==> config.mk <==
export PLATFORM = sky130hd
export DESIGN_NAME = mem_copy_engine_flat
export DESIGN_NICKNAME = d
export VERILOG_FILES = /design/src/rtl/mem_copy_engine_if.sv /design/src/rtl/mem_copy_engine.sv /design/src/flat_wrapper.sv
export SDC_FILE = /design/constraint.sdc
export NUM_CORES = 1
export LEC_CHECK = 0
export BUFFER_PORTS_ARGS = -buffer_cell sky130_fd_sc_hd__buf_2
export CAP_MARGIN = 20
export CORE_ASPECT_RATIO = 0.6
export CORE_MARGIN = 5
export CORE_UTILIZATION = 45
export CTS_BUF_LIST = sky130_fd_sc_hd__clkbuf_2
export DETAILED_ROUTE_END_ITERATION = 7
export GPL_TIMING_DRIVEN = 0
export PLACE_DENSITY = 0.74
export SLEW_MARGIN = 20
export SYNTH_ARGS = -nofsm -noshare
export SYNTH_HDL_FRONTEND = slang
export SYNTH_SLANG_ARGS = --single-unit
==> constraint.sdc <==
create_clock -name clk -period 6 [get_ports clk]
set_input_delay 0.6 -clock clk [delete_from_list [all_inputs] [get_ports clk]]
set_output_delay 0.6 -clock clk [all_outputs]
set_load 0.005 [all_outputs]
==> src/rtl/mem_copy_engine_if.sv <==
// Control and RAM-port signal bundle for mem_copy_engine.
// Ports: start/src_addr/dst_addr/length request the copy and busy/done report it;
//        mem_read/mem_write/mem_address/mem_wdata/mem_rdata form the RAM port.
interface mem_copy_engine_if #(
  parameter int ADDR_WIDTH = 16,
  parameter int DATA_WIDTH = 16,
  parameter int LEN_WIDTH  = 8
);
  logic                  start;
  logic [ADDR_WIDTH-1:0] src_addr;
  logic [ADDR_WIDTH-1:0] dst_addr;
  logic [LEN_WIDTH-1:0]  length;
  logic                  busy;
  logic                  done;
  logic                  mem_read;
  logic                  mem_write;
  logic [ADDR_WIDTH-1:0] mem_address;
  logic [DATA_WIDTH-1:0] mem_wdata;
  logic [DATA_WIDTH-1:0] mem_rdata;

  // Engine side.
  modport master (
    input  start, src_addr, dst_addr, length, mem_rdata,
    output busy, done, mem_read, mem_write, mem_address, mem_wdata
  );

  // Control path plus RAM side.
  modport slave (
    output start, src_addr, dst_addr, length, mem_rdata,
    input  busy, done, mem_read, mem_write, mem_address, mem_wdata
  );
endinterface

==> src/rtl/mem_copy_engine.sv <==
// Block copy engine: copies length words from src_addr.. to dst_addr.. through a
// single-port RAM with one-cycle registered read latency, one word every 3 cycles.
// Ports: clk, reset (async, active-high), bus (master modport: request, status, RAM port).
module mem_copy_engine #(
  parameter int ADDR_WIDTH = 16,
  parameter int DATA_WIDTH = 16,
  parameter int LEN_WIDTH  = 8
) (
  input  logic                  clk,
  input  logic                  reset,
  mem_copy_engine_if.master     bus
);

  typedef enum logic [2:0] {
    IDLE    = 3'd0,
    READ    = 3'd1,
    CAPTURE = 3'd2,
    WRITE   = 3'd3,
    DONE    = 3'd4
  } state_t;

  localparam logic [ADDR_WIDTH-1:0] ADDR_ONE = ADDR_WIDTH'(1);
  localparam logic [LEN_WIDTH-1:0]  LEN_ONE  = LEN_WIDTH'(1);

  state_t                state, state_next;
  logic [ADDR_WIDTH-1:0] src_ptr, src_next;
  logic [ADDR_WIDTH-1:0] dst_ptr, dst_next;
  logic [LEN_WIDTH-1:0]  remaining, rem_next;
  logic [DATA_WIDTH-1:0] data_buf, buf_next;

  always_comb begin
    state_next = state;
    src_next   = src_ptr;
    dst_next   = dst_ptr;
    rem_next   = remaining;
    buf_next   = data_buf;
    case (state)
      IDLE: begin
        if (bus.start) begin
          src_next   = bus.src_addr;
          dst_next   = bus.dst_addr;
          rem_next   = bus.length;
          state_next = (bus.length == '0) ? DONE : READ;
        end
      end
      READ:    state_next = CAPTURE;
      CAPTURE: begin
        // RAM data_out is valid exactly one cycle after the READ strobe.
        buf_next   = bus.mem_rdata;
        state_next = WRITE;
      end
      WRITE: begin
        src_next   = src_ptr + ADDR_ONE;
        dst_next   = dst_ptr + ADDR_ONE;
        rem_next   = remaining - LEN_ONE;
        state_next = (rem_next != '0) ? READ : DONE;
      end
      DONE:    state_next = IDLE;
      default: state_next = IDLE;
    endcase
  end

  // All RAM-facing and status outputs are registered from the next-state
  // decode, so each is valid for the full cycle of the state it belongs to.
  always_ff @(posedge clk or posedge reset) begin
    if (reset) begin
      state           <= IDLE;
      src_ptr         <= '0;
      dst_ptr         <= '0;
      remaining       <= '0;
      data_buf        <= '0;
      bus.busy        <= 1'b0;
      bus.done        <= 1'b0;
      bus.mem_read    <= 1'b0;
      bus.mem_write   <= 1'b0;
      bus.mem_address <= '0;
      bus.mem_wdata   <= '0;
    end else begin
      state           <= state_next;
      src_ptr         <= src_next;
      dst_ptr         <= dst_next;
      remaining       <= rem_next;
      data_buf        <= buf_next;
      bus.busy        <= (state_next == READ) || (state_next == CAPTURE) ||
                         (state_next == WRITE);
      bus.done        <= (state_next == DONE);
      bus.mem_read    <= (state_next == READ);
      bus.mem_write   <= (state_next == WRITE);
      bus.mem_address <= (state_next == READ)  ? src_next :
                         (state_next == WRITE) ? dst_next : '0;
      bus.mem_wdata   <= (state_next == WRITE) ? buf_next : '0;
    end
  end

endmodule
==> src/flat_wrapper.sv <==
// flat-port wrapper written by rule: the top's interface ports become plain ports
module mem_copy_engine_flat 
#(
  parameter int ADDR_WIDTH = 16,
  parameter int DATA_WIDTH = 16,
  parameter int LEN_WIDTH  = 8
)
  (clk, reset, bus_start, bus_src_addr, bus_dst_addr, bus_length, bus_mem_rdata, bus_busy, bus_done, bus_mem_read, bus_mem_write, bus_mem_address, bus_mem_wdata);
  mem_copy_engine_if #(.ADDR_WIDTH(ADDR_WIDTH), .DATA_WIDTH(DATA_WIDTH), .LEN_WIDTH(LEN_WIDTH)) bus_i ();
  input  logic clk;
  input  logic reset;
  input wire logic [$bits(bus_i.start)-1:0] bus_start;
  input wire logic [$bits(bus_i.src_addr)-1:0] bus_src_addr;
  input wire logic [$bits(bus_i.dst_addr)-1:0] bus_dst_addr;
  input wire logic [$bits(bus_i.length)-1:0] bus_length;
  input wire logic [$bits(bus_i.mem_rdata)-1:0] bus_mem_rdata;
  output wire logic [$bits(bus_i.busy)-1:0] bus_busy;
  output wire logic [$bits(bus_i.done)-1:0] bus_done;
  output wire logic [$bits(bus_i.mem_read)-1:0] bus_mem_read;
  output wire logic [$bits(bus_i.mem_write)-1:0] bus_mem_write;
  output wire logic [$bits(bus_i.mem_address)-1:0] bus_mem_address;
  output wire logic [$bits(bus_i.mem_wdata)-1:0] bus_mem_wdata;
  assign bus_i.start = bus_start;
  assign bus_i.src_addr = bus_src_addr;
  assign bus_i.dst_addr = bus_dst_addr;
  assign bus_i.length = bus_length;
  assign bus_i.mem_rdata = bus_mem_rdata;
  assign bus_busy = bus_i.busy;
  assign bus_done = bus_i.done;
  assign bus_mem_read = bus_i.mem_read;
  assign bus_mem_write = bus_i.mem_write;
  assign bus_mem_address = bus_i.mem_address;
  assign bus_mem_wdata = bus_i.mem_wdata;
  mem_copy_engine #(.ADDR_WIDTH(ADDR_WIDTH), .DATA_WIDTH(DATA_WIDTH), .LEN_WIDTH(LEN_WIDTH)) u_core (.clk(clk), .reset(reset), .bus(bus_i));
endmodule
Word-level counts from Yosys, hierarchy flattened
Cells that the tools add are included.
{"block": "word_totals", "elab_cells": 43, "ff_bits": 95}
{"block": "classes", "add_sub_neg": 3, "eq_ne": 8, "n_reduce_logical": 7, "n_mux": 14}
{"cell": "$mux W16", "n": 6}
{"cell": "$pmux W16 S2", "n": 2}
{"cell": "$add A16 B1 Y16 const B", "n": 2}
{"cell": "$pmux W8 S2", "n": 1}
{"cell": "$eq A3 B2 Y1 const B", "n": 4}
{"cell": "$pmux W3 S4", "n": 1}
{"cell": "$mux W3", "n": 3}
{"cell": "$logic_not A8 Y1", "n": 1}
{"cell": "$mux W8", "n": 1}
{"cell": "$reduce_bool A8 Y1", "n": 1}
{"cell": "$sub A8 B1 Y8 const B", "n": 1}
{"cell": "$eq A3 B1 Y1 const B", "n": 2}
{"cell": "$eq A3 B3 Y1 const B", "n": 1}
{"cell": "$logic_not A3 Y1", "n": 1}
{"cell": "$logic_or A1 B1 Y1", "n": 2}
{"cell": "$ne A2 B2 Y1 const B", "n": 1}
{"cell": "$reduce_and A2 Y1", "n": 1}
{"cell": "$reduce_bool A2 Y1", "n": 1}

Logic depth before layout (Yosys ltp)
Gate-level depths: netlist of the first run.
{"block": "logic_depth", "depth_word": 7, "depth_mapped": 11, "ltp_nobuf": 9}

Worst setup path before layout of the first run
Ideal clock, no wire load.
{"block": "synth_path", "path_type": "reg2reg", "startpoint": "register u_core.remaining[0]", "endpoint": "register u_core.bus.mem_address[9]", "path_slack_ns": 3.853, "setup_ns": 0.121, "arrival_ns": 2.026, "stages_incl_launch_ff": 11, "period_less_slack_ns": 2.147, "path_cell_list": "dfrtp_1 -> inv_1 -> ha_1 -> buf_6 -> or4_1 -> o211a_1 -> o21ai_1 -> and2_4 -> inv_4 -> buf_6 -> a22o_1"}
{"block": "synth_via", "elab_chain_len": 7, "elab_cells_between_ends": 8}
{"element": "from (decl)", "line": "mem_copy_engine.sv:28", "text": "logic [LEN_WIDTH-1:0] remaining, rem_next;"}
{"element": "from (signal assigned)", "line": "mem_copy_engine.sv:82", "text": "remaining <= rem_next;"}
{"element": "$sub A8 B1 Y8 (*)", "line": "mem_copy_engine.sv:55", "text": "rem_next = remaining - LEN_ONE;"}
{"element": "$reduce_bool A8 Y1 (*)", "line": "mem_copy_engine.sv:56", "text": "state_next = (rem_next != '0) ? READ : DONE;"}
{"element": "$mux W3 (*)", "line": "mem_copy_engine.sv:56"}
{"element": "$pmux W3 S4 (*)", "line": "mem_copy_engine.sv:37", "text": "case (state)"}
{"element": "$eq A3 B2 Y1", "line": "mem_copy_engine.sv:90", "text": "(state_next == WRITE) ? dst_next : '0;"}
{"element": "$mux W16", "line": "mem_copy_engine.sv:90"}
{"element": "$mux W16 (*)", "line": "mem_copy_engine.sv:89", "text": "bus.mem_address <= (state_next == READ) ? src_next :"}
{"element": "to (signal assigned)", "line": "mem_copy_engine.sv:89"}
{"element": "to (decl)", "line": "mem_copy_engine_if.sv:24", "text": "output busy, done, mem_read, mem_write, mem_address, mem_wdata"}
Mark *: on every way between the ends. The rest lies on a longest branch, timed or not.
A chain may end at the register's enable or synchronous reset.

Worst setup path after layout of the first run
{"block": "layout_path", "startpoint": "register u_core.remaining[0]", "endpoint": "register u_core.bus.mem_address[11]"}
Same word-level chain as after synthesis.

==> results of run 1 <==
where the power goes:
group,total [mW],switching [mW],internal [mW]
sequential,0.883,0.161,0.722
clock,0.243,0.182,0.0609
combinational,1.02,0.602,0.415
per-layer routing:
metal	part of all wire (%)	track usage, %	vias to the layer above
li1	-	-	1637
met1	46	30.56	1669
met2	42	31.66	167
met3	11	7.018	11
met4	0.81	4.612	0
met5	0	0	-
path summary, 6_finish.rpt:
check / start / end
worst max-delay path: u_core.remaining[0] / u_core.bus.mem_address[11]
worst min-delay path: reset / u_core.remaining[4]
worst max register to register: u_core.remaining[0] / u_core.bus.mem_address[11]
worst min register to register: u_core.src_ptr[15] / u_core.src_ptr[15]
max in group asynchronous: reset / u_core.dst_ptr[4]
min in group clk: bus_length[3] / u_core.remaining[3]
flip-flops by register name, summed over array words and instances, names as in the netlist:
signal and flops:
u_core.state 3, u_core.dst_ptr 16, u_core.src_ptr 16, u_core.remaining 8
u_core.bus.busy 1, u_core.bus.mem_write 1, u_core.bus.mem_read 1, u_core.bus.mem_address 16
u_core.bus.done 1, u_core.bus.mem_wdata 16
worst register-to-register path, cell delays in order (launching register included):
cell	delay [ns]
dfrtp_1	0.48
inv_1	0.11
ha_1	0.22
buf_6	0.14
or4_1	0.52
o211a_1	0.14
o21ai_1	0.11
and2_4	0.18
inv_4	0.06
buf_6	0.14
a22o_1	0.20
logic make-up (layout without fill, tap and decap cells):
| family | Yosys count | count (layout) | synth area share (%) |
|---|---|---|---|
| flip-flops | 79 | 79 | 51.55 |
| AO/OA/AOI/OAI | 106 | 106 | 20.85 |
| XOR/XNOR | 5 | 5 | 1.142 |
| buffers and inverters | 33 | 144 | 4.176 |
| AND/OR/NAND/NOR | 153 | 153 | 20.69 |
| multiplexers | 1 | 1 | 0.2936 |
| adder cells (fa/ha/maj) | 4 | 4 | 1.305 |
area by class of cell:
type                    count  area (um^2)
multi-input cells         269         1698
fillers                   783         3832
clock buffers              13        65.06
well taps                 112        140.1
flip-flops and latches     79         1977
repair buffers             95        498.0
clock inverters             3        20.02
inverters                   9        38.79
plain buffers              24        123.9
cell usage in the layout, fill, tap and decap left out, drive strengths merged, types with 3 or more instances in the layout:
cell | Yosys | layout
buf | 13 | 108
a21oi | 9 | 9
nor4 | 4 | 4
clkbuf | 11 | 24
o211ai | 6 | 6
inv | 9 | 9
a31oi | 4 | 4
o311ai | 11 | 11
a22o | 15 | 15
nor2 | 22 | 22
nand4 | 4 | 4
a22oi | 6 | 6
xnor2 | 3 | 3
a221o | 12 | 12
o21ai | 26 | 26
and3 | 21 | 21
and2 | 4 | 4
nand3 | 24 | 24
dfrtp | 79 | 79
ha | 4 | 4
nand2 | 50 | 50
nor3 | 7 | 7
metrics by stage:
stage / setup slack (ns) / cell area, um^2 / cells / hold WS, ns
final: 3.603 / 4561 / 604 / 0.03556
after CTS: 3.606 / 4561 / 604 / 0.01958
after floorplan: 3.377 / 3835 / 381 / 0.5011
after global routing: 3.470 / 4561 / 604 / 0.02227
after global placement: 2.447 / 4446 / 587 / 0.5382
after detailed placement: 3.625 / 4476 / 588 / 0.5390
==> results_dict.tcl, run 1 <==
set metrics [dict create \
    synth_commonest_cells "dfrtp_1, nand2_1, nand3_1" \
    fin_crit_ns 2.397 \
    io_pins 95 \
    cp_common_cell "buf_6" \
    ys_seq_elements 79 \
    drive_gt1_share_pct 27.03 \
    grt_start_max_net_pins 50 \
    path_max_fanout 10 \
    hpwl_um 7898 \
    cts_buffers 9 \
    yosysWarnings 0 \
    hold_path_class "in -> async" \
    routabilityCongestion 0.8911 \
    cts_num_sinks 79 \
    crit_path_start_kind "flop" \
    worst_pin_slew_ns 0.6374 \
    totalWireLength_um 10680 \
    drv_slew 0 \
    crit_buf_inv 4 \
    drtIter0Drc 273 \
    cts_setup_buffers 0 \
    crit_cells 10 \
    synthTopCellsByArea "dfrtp_1, nand2_1, a22o_1, and3_1, a221o_1" \
    r2r_cells 10 \
    critPathCaptureType "flop" \
    p_per_area_nw_per_um2 469.9 \
    cts_buffer_depth 2 \
    die_height_um 81.51 \
    netlist_instances 381 \
    syn_area_um2 3835 \
    post_drt_via_cell_ratio 5.768 \
    syn_area_per_cell_um2 10.07 \
    clkLatencyLatePin_ns 0.54 \
    ys_types 57 \
    finalCoreUtilization_pct 54.34 \
    synth_top_area_share_pct 51.55 \
    final.setup_skew_ns 0.02520 \
    grt_overflow 0 \
    yosysMostFrequentCell "dfrtp_1" \
    row_count 26 \
    core_region_area_um2 8393 \
    htree_levels 3 \
    area_delta_synth_final_pct 18.92 \
    firstDrtPassIters 5 \
    critPathMaxStageDelay_ns 0.52 \
    synth-edff-count 0 \
    ys_seq_area_share_pct 51.55 \
    cts_tree "built" \
    clockRootBuffer "clkbuf_2" \
    setup_viol 0 \
    crit_type "reg -> reg" \
    critPathArrivalTime_ns 2.84 \
    cts_resized 0 \
    r2r_setup_slack_ns 3.60 \
    grtUsageTotal_pct 21.34 \
    outcome "finished clean" \
    cts.clk_slew.worst_paths_ns 0.21 \
    p_leak_nw 2.230 \
    dieArea_um2 10530 \
    antenna_left 0 \
    nNetsFinal 550 \
    relSlewSlack_pct 57.32 \
    drc 0 \
    wire_per_inst_um 17.69 \
    synth_nets 444 \
    max_clock_freq_ghz 0.4172 \
    tns_ns 0 \
    grt_pass1_vias 3482 \
    postCtsHoldBufs 0 \
    cpLargestDelayFamily "simple AND/OR/NAND/NOR gates" \
    synth_ff_type "dfrtp_1" \
    finalHoldViolCount 0 \
    power_mw 2.143 \
    rsz0062_at_grt "false" \
    die_x_um 129.2 \
    worst_ir_drop_vdd_mv 0.2420 \
    async_reset_ff_share_pct 100.0 \
    antenna_found_initial 0 \
    period_share_pct 39.95 \
    cp.required_ns 6.44 \
    port_buffers 94 \
    yosysTopAreaCell "dfrtp_1" \
    via_count 3484 \
    critPathSlowestCell "or4_1" \
    maxCapViolCount 0 \
    antennaDiodeCount 0 \
    path_cells "inv_1 -> ha_1 -> buf_6 -> or4_1 -> o211a_1 -> o21ai_1 -> and2_4 -> inv_4 -> buf_6 -> a22o_1" \
    start_util_pct 45.69 \
    grt_pass1_wl_um 17460 \
]
Power figures use the tool's default switching activity.
==> inputs of run 2 (changes only) <==
Settings changed: PLACE_DENSITY 0.74 to 0.77.
Clock period 6 ns to 2.2 ns, I/O delays scaled along.
==> results_dict.tcl, run 2 (synthesis results as in run 1) <==
set metrics [dict create \
    outcome "finished clean" \
    period_share_pct 95.61 \
    post_drt_via_cell_ratio 5.718 \
    rsz0062_at_grt "false" \
    worst_ir_drop_vdd_mv 0.6238 \
    reg2reg_from "u_core.remaining[1]" \
    row_count 26 \
    drc 0 \
    grt_overflow 0 \
    antenna_found_initial 0 \
    maxCapViolCount 0 \
    antennaDiodeCount 0 \
    clockRootBuffer "clkbuf_2" \
    drive_gt1_share_pct 27.91 \
    crit_type "reg -> reg" \
    nNetsFinal 617 \
    crit_path_start_kind "flop" \
    r2r_setup_slack_ns 0.1 \
    drtIter0Drc 401 \
    grtUsageTotal_pct 22.74 \
    firstDrtPassIters 5 \
    min_to "u_core.dst_ptr[14]" \
    dp.cells 589 \
    cpLargestDelayFamily "simple AND/OR/NAND/NOR gates" \
    fin_crit_ns 2.103 \
    worst_pin_slew_ns 0.5895 \
    stdcell_count 671 \
    clkLatencyLatePin_ns 0.57 \
    grt_start_max_net_pins 34 \
    final_cell_mix "buf_2, dfrtp_1, dlygate4sd3_1" \
    via_count 3837 \
    dieArea_um2 10530 \
    final.setup_skew_ns 0.02585 \
    start_util_pct 45.69 \
    min_from "bus_dst_addr[14]" \
    htree_levels 3 \
    max_clock_freq_ghz 0.4754 \
    p_per_area_nw_per_um2 1195 \
    crit_buf_inv 3 \
    hold_path_class "in -> reg" \
    relSlewSlack_pct 60.70 \
    critPathArrivalTime_ns 2.60 \
    critPathMaxStageDelay_ns 0.49 \
    hold_depth 3 \
    io_pins 95 \
    r2r_end "u_core.bus.mem_address[13]" \
    area_delta_synth_final_pct 37.52 \
    hold_slack_ns 0.03236 \
    port_buffers 94 \
    cts_buffer_depth 2 \
    core_region_area_um2 8393 \
    setup_viol 0 \
    drv_slew 0 \
    critPathSlowestCell "or4_1" \
    final_common_cell "buf_2" \
    grt_pass1_wl_um 18570 \
    cts_num_sinks 79 \
    antenna_left 0 \
    finalHoldViolCount 0 \
    cp.required_ns 2.70 \
    die_x_um 129.2 \
    grt_pass1_vias 3758 \
    critPathCaptureType "flop" \
    cts.clk_slew.worst_paths_ns 0.22 \
    die_height_um 81.51 \
    r2r_cells 9 \
    totalWireLength_um 11800 \
    wire_per_inst_um 17.59 \
    path_max_fanout 5 \
    path_cells "inv_2 -> ha_4 -> or4_1 -> o211a_1 -> o21ai_1 -> and2_4 -> inv_8 -> buf_4 -> a32o_1" \
    routabilityCongestion 0.8694 \
    hpwl_um 8134 \
    cts_tree "built" \
    p_leak_nw 2.533 \
    cts_buffers 9 \
]
-- run 2: cell types whose count changed in the layout (fill, tap and decap cells not counted), moves of 2 or more --
| cell | change |
|---|---|
| dlygate4sd3_1 | +54 |
| buf_4 | +12 |
| clkbuf_2 | -4 |
| clkinv_2 | +3 |
| buf_12 | +2 |
| buf_6 | -2 |
| inv_1 | -2 |
| inv_2 | +2 |
| inv_4 | -2 |
| nor2_1 | -2 |
| nor2_2 | +2 |
-- run 2: cell type report --
type                    instances  area, um^2
clock buffers                   9       45.04
well taps                     112       140.1
clock inverters                 7       40.04
repair buffers                163        1169
fillers                       692        3119
inverters                       9       45.04
plain buffers                  23       117.6
multi-input cells             269        1740
flip-flops and latches         79        1977
-- run 2: worst max path at each step --
stage                     depth (start not counted)  slack, ns           startpoint                         end
final                                             9        0.1  u_core.remaining[1]  u_core.bus.mem_address[13]
after global routing                              7      0.002      u_core.state[1]  u_core.bus.mem_address[15]
after CTS                                        11       0.01  u_core.remaining[0]   u_core.bus.mem_address[6]
after detailed placement                         10      -0.13  u_core.remaining[0]  u_core.bus.mem_address[11]
after global placement                           10      -0.10  u_core.remaining[0]   u_core.bus.mem_address[5]
after floorplan                                  10       0.05  u_core.remaining[0]   u_core.bus.mem_address[9]
-- run 2: what timing repair did --
action / in CTS / in global routing
pin swaps: 4 / 6
buffers inserted: 9 / 3
hold endpoints to repair: 104 / 0
setup endpoints to repair: 14 / 10
gates cloned: 1 / 0
resized for setup: 10 / 7
hold buffers: 54 / 0
-- run 2: where the power goes --
group | internal, mW | switching [mW]
Combinational | 1.43 | 1.81
Clock | 0.140 | 0.519
Sequential | 1.97 | 0.440
-- run 2: per-stage QoR --
stage               util [%]  power [mW]  setup WS (ns)  TNS (ns)  cell area, um^2
finish                 62.84       6.303        0.09656         0             5274
global route           62.84       6.737       0.001762         0             5274
global placement       53.01       5.058        -0.1046   -0.7593             4449
floorplan                  -       4.223        0.05278         0             3839
CTS                    62.39       6.175        0.01056         0             5236
detailed placement     53.49       5.184        -0.1335    -1.093             4489
-- run 2: per-layer routing --
metal	vias to the layer above	track usage (%)	wire length, um	share of wire (%)
li1	1779	-	-	-
met1	1838	30.60	5095	43
met2	197	36.11	5280	45
met3	23	8.187	1295	11
met4	0	4.088	131	1.1
met5	-	0	0	0
-- run 2: tightest hold or removal path, stage by stage --
cell and delay, ns:
buf_2 0.09, a22oi_1 0.06, o221ai_1 0.18
==> inputs of run 3 (changes only) <==
Settings changed: BUFFER_PORTS_ARGS -buffer_cell sky130_fd_sc_hd__buf_2 to unset, DONT_BUFFER_PORTS set to 1, PLACE_DENSITY 0.77 to 0.67.
==> results_dict.tcl, run 3 (synthesis results as in run 1) <==
set metrics [dict create \
    busiest_layer "met2" \
    post_drt_via_cell_ratio 5.950 \
    p_leak_nw 2.136 \
    r2r_cells 9 \
    die_x_um 129.2 \
    port_buffers 0 \
    clockRootBuffer "clkbuf_2" \
    critPathSlowestCell "or4_1" \
    fill_cells 749 \
    hold_depth 3 \
    rsz0062_at_grt "true" \
    die_height_um 81.51 \
    setup_slack_ns 0.06071 \
    path_max_fanout 6 \
    place_ws_ns -0.1836 \
    critPathArrivalTime_ns 2.62 \
    r2r_end "u_core.bus.mem_address[14]" \
    tns_ns 0 \
    drv_slew 0 \
    drc 0 \
    via_count 3445 \
    final_cell_mix "dfrtp_1, dlygate4sd3_1, nand2_1" \
    grt_pass1_vias 3445 \
    critPathCaptureType "flop" \
    setup_viol 0 \
    use_met2_pct 33.37 \
    antenna_found_initial 0 \
    totalWireLength_um 11180 \
    fin_crit_ns 2.139 \
    grtUsageMet3_pct 8.447 \
    min_from "bus_start" \
    worst_pin_slew_ns 0.6200 \
    hpwl_um 7699 \
    grt_start_max_net_pins 34 \
    power_mw 6.202 \
    antennaDiodeCount 0 \
    io_pins 95 \
    p_per_area_nw_per_um2 1275 \
    max_clock_freq_ghz 0.4674 \
    wire_per_inst_um 19.31 \
    path_cells "inv_2 -> ha_4 -> or4_1 -> o211a_1 -> o21ai_1 -> and2_4 -> inv_8 -> buf_6 -> a32o_1" \
    reg2reg_from "u_core.remaining[1]" \
    start_util_pct 45.69 \
    worst_ir_drop_vdd_mv 0.5751 \
    crit_type "reg -> reg" \
    clkLatencyLatePin_ns 0.56 \
    drtIter0Drc 301 \
    cts_buffers 9 \
    cts_num_sinks 79 \
    final_common_cell "dfrtp_1" \
    hold_slack_ns 0.1078 \
    min_to "u_core.dst_ptr[14]" \
    firstDrtPassIters 5 \
    final.setup_skew_ns 0.01791 \
    finalCoreUtilization_pct 57.95 \
    met1_usage_pct 30.33 \
    r2r_setup_slack_ns 0.06 \
    finalHoldViolCount 0 \
    maxCapViolCount 0 \
    cts_tree "built" \
    outcome "finished clean" \
    period_share_pct 97.24 \
    grt_overflow 0 \
    grt_pass1_wl_um 17860 \
    hold_path_class "in -> reg" \
    cts.clk_slew.worst_paths_ns 0.22 \
    routabilityCongestion 0.9002 \
    antenna_left 0 \
    cts_buffer_depth 2 \
    core_region_area_um2 8393 \
    dieArea_um2 10530 \
    grtUsageTotal_pct 22.13 \
    row_count 26 \
    drive_gt1_share_pct 13.49 \
    nNetsFinal 525 \
    crit_path_start_kind "flop" \
    htree_levels 3 \
    critPathMaxStageDelay_ns 0.52 \
    cp.required_ns 2.68 \
    relSlewSlack_pct 58.67 \
    area_delta_synth_final_pct 26.82 \
]
## run 3: worst max-delay path by stage
stage	start	endpoint	slack [ns]	cells after the start
after floorplan	u_core.remaining[0]	u_core.bus.mem_address[9]	0.05	10
after global placement	u_core.remaining[0]	u_core.bus.mem_address[5]	-0.12	10
after detailed placement	u_core.remaining[0]	u_core.bus.mem_address[11]	-0.18	10
after CTS	u_core.remaining[1]	u_core.bus.mem_address[6]	0.02	9
after global routing	u_core.state[1]	u_core.bus.mem_address[11]	-0.04	7
final	u_core.remaining[1]	u_core.bus.mem_address[14]	0.06	9
## run 3: metrics by stage
stage | std cells | instance area (um^2)
6_report | 579 | 4863
4_1_cts | 577 | 4820
5_1_grt | 579 | 4863
3_5_place_dp | 495 | 4019
2_1_floorplan | 381 | 3839
3_3_place_gp | 493 | 3979
## run 3: repair_timing
item / CTS / global route
setup endpoints to repair: 18 / 6
endpoints found under the hold margin: 119 / 0
setup buffers: 9 / 2
pin swaps: 5 / 7
hold buffers: 57 / 0
cloned: 1 / 0
resized for setup: 10 / 10
## run 3: area by class of cell
cell class                 count  area [um^2]  area share [%]
sequential                    79         1978           40.67
multi-input combinational    269         1747           35.91
timing repair buffer          71        728.2           14.97
tap                          112        140.1           2.881
buffer                        23        116.4           2.393
clock inverter                 7        63.81           1.312
clock buffer                   9        45.04          0.9262
inverter                       9        45.04          0.9262
## run 3: critical path, delay by kind of cell (launching register included)
| family | cells | cell delay (ns) |
|---|---|---|
| DFF | 1 | 0.44 |
| buffers and inverters | 3 | 0.24 |
| AOI/OAI and AO/OA | 3 | 0.49 |
| and+or+nand+nor | 2 | 0.71 |
| adders and majority gates | 1 | 0.17 |
## run 3: routing by layer
| layer | up-vias | part of all wire [%] |
|---|---|---|
| li1 | 1589 | - |
| met1 | 1689 | 45 |
| met2 | 151 | 44 |
| met3 | 16 | 11 |
| met4 | 0 | 1.0 |
| met5 | - | 0 |
## run 3: power breakdown
| group | switching [mW] | internal [mW] |
|---|---|---|
| Combinational | 1.69 | 1.28 |
| Clock | 0.528 | 0.251 |
| Sequential | 0.484 | 1.97 |
| Total | 2.70 | 3.50 |
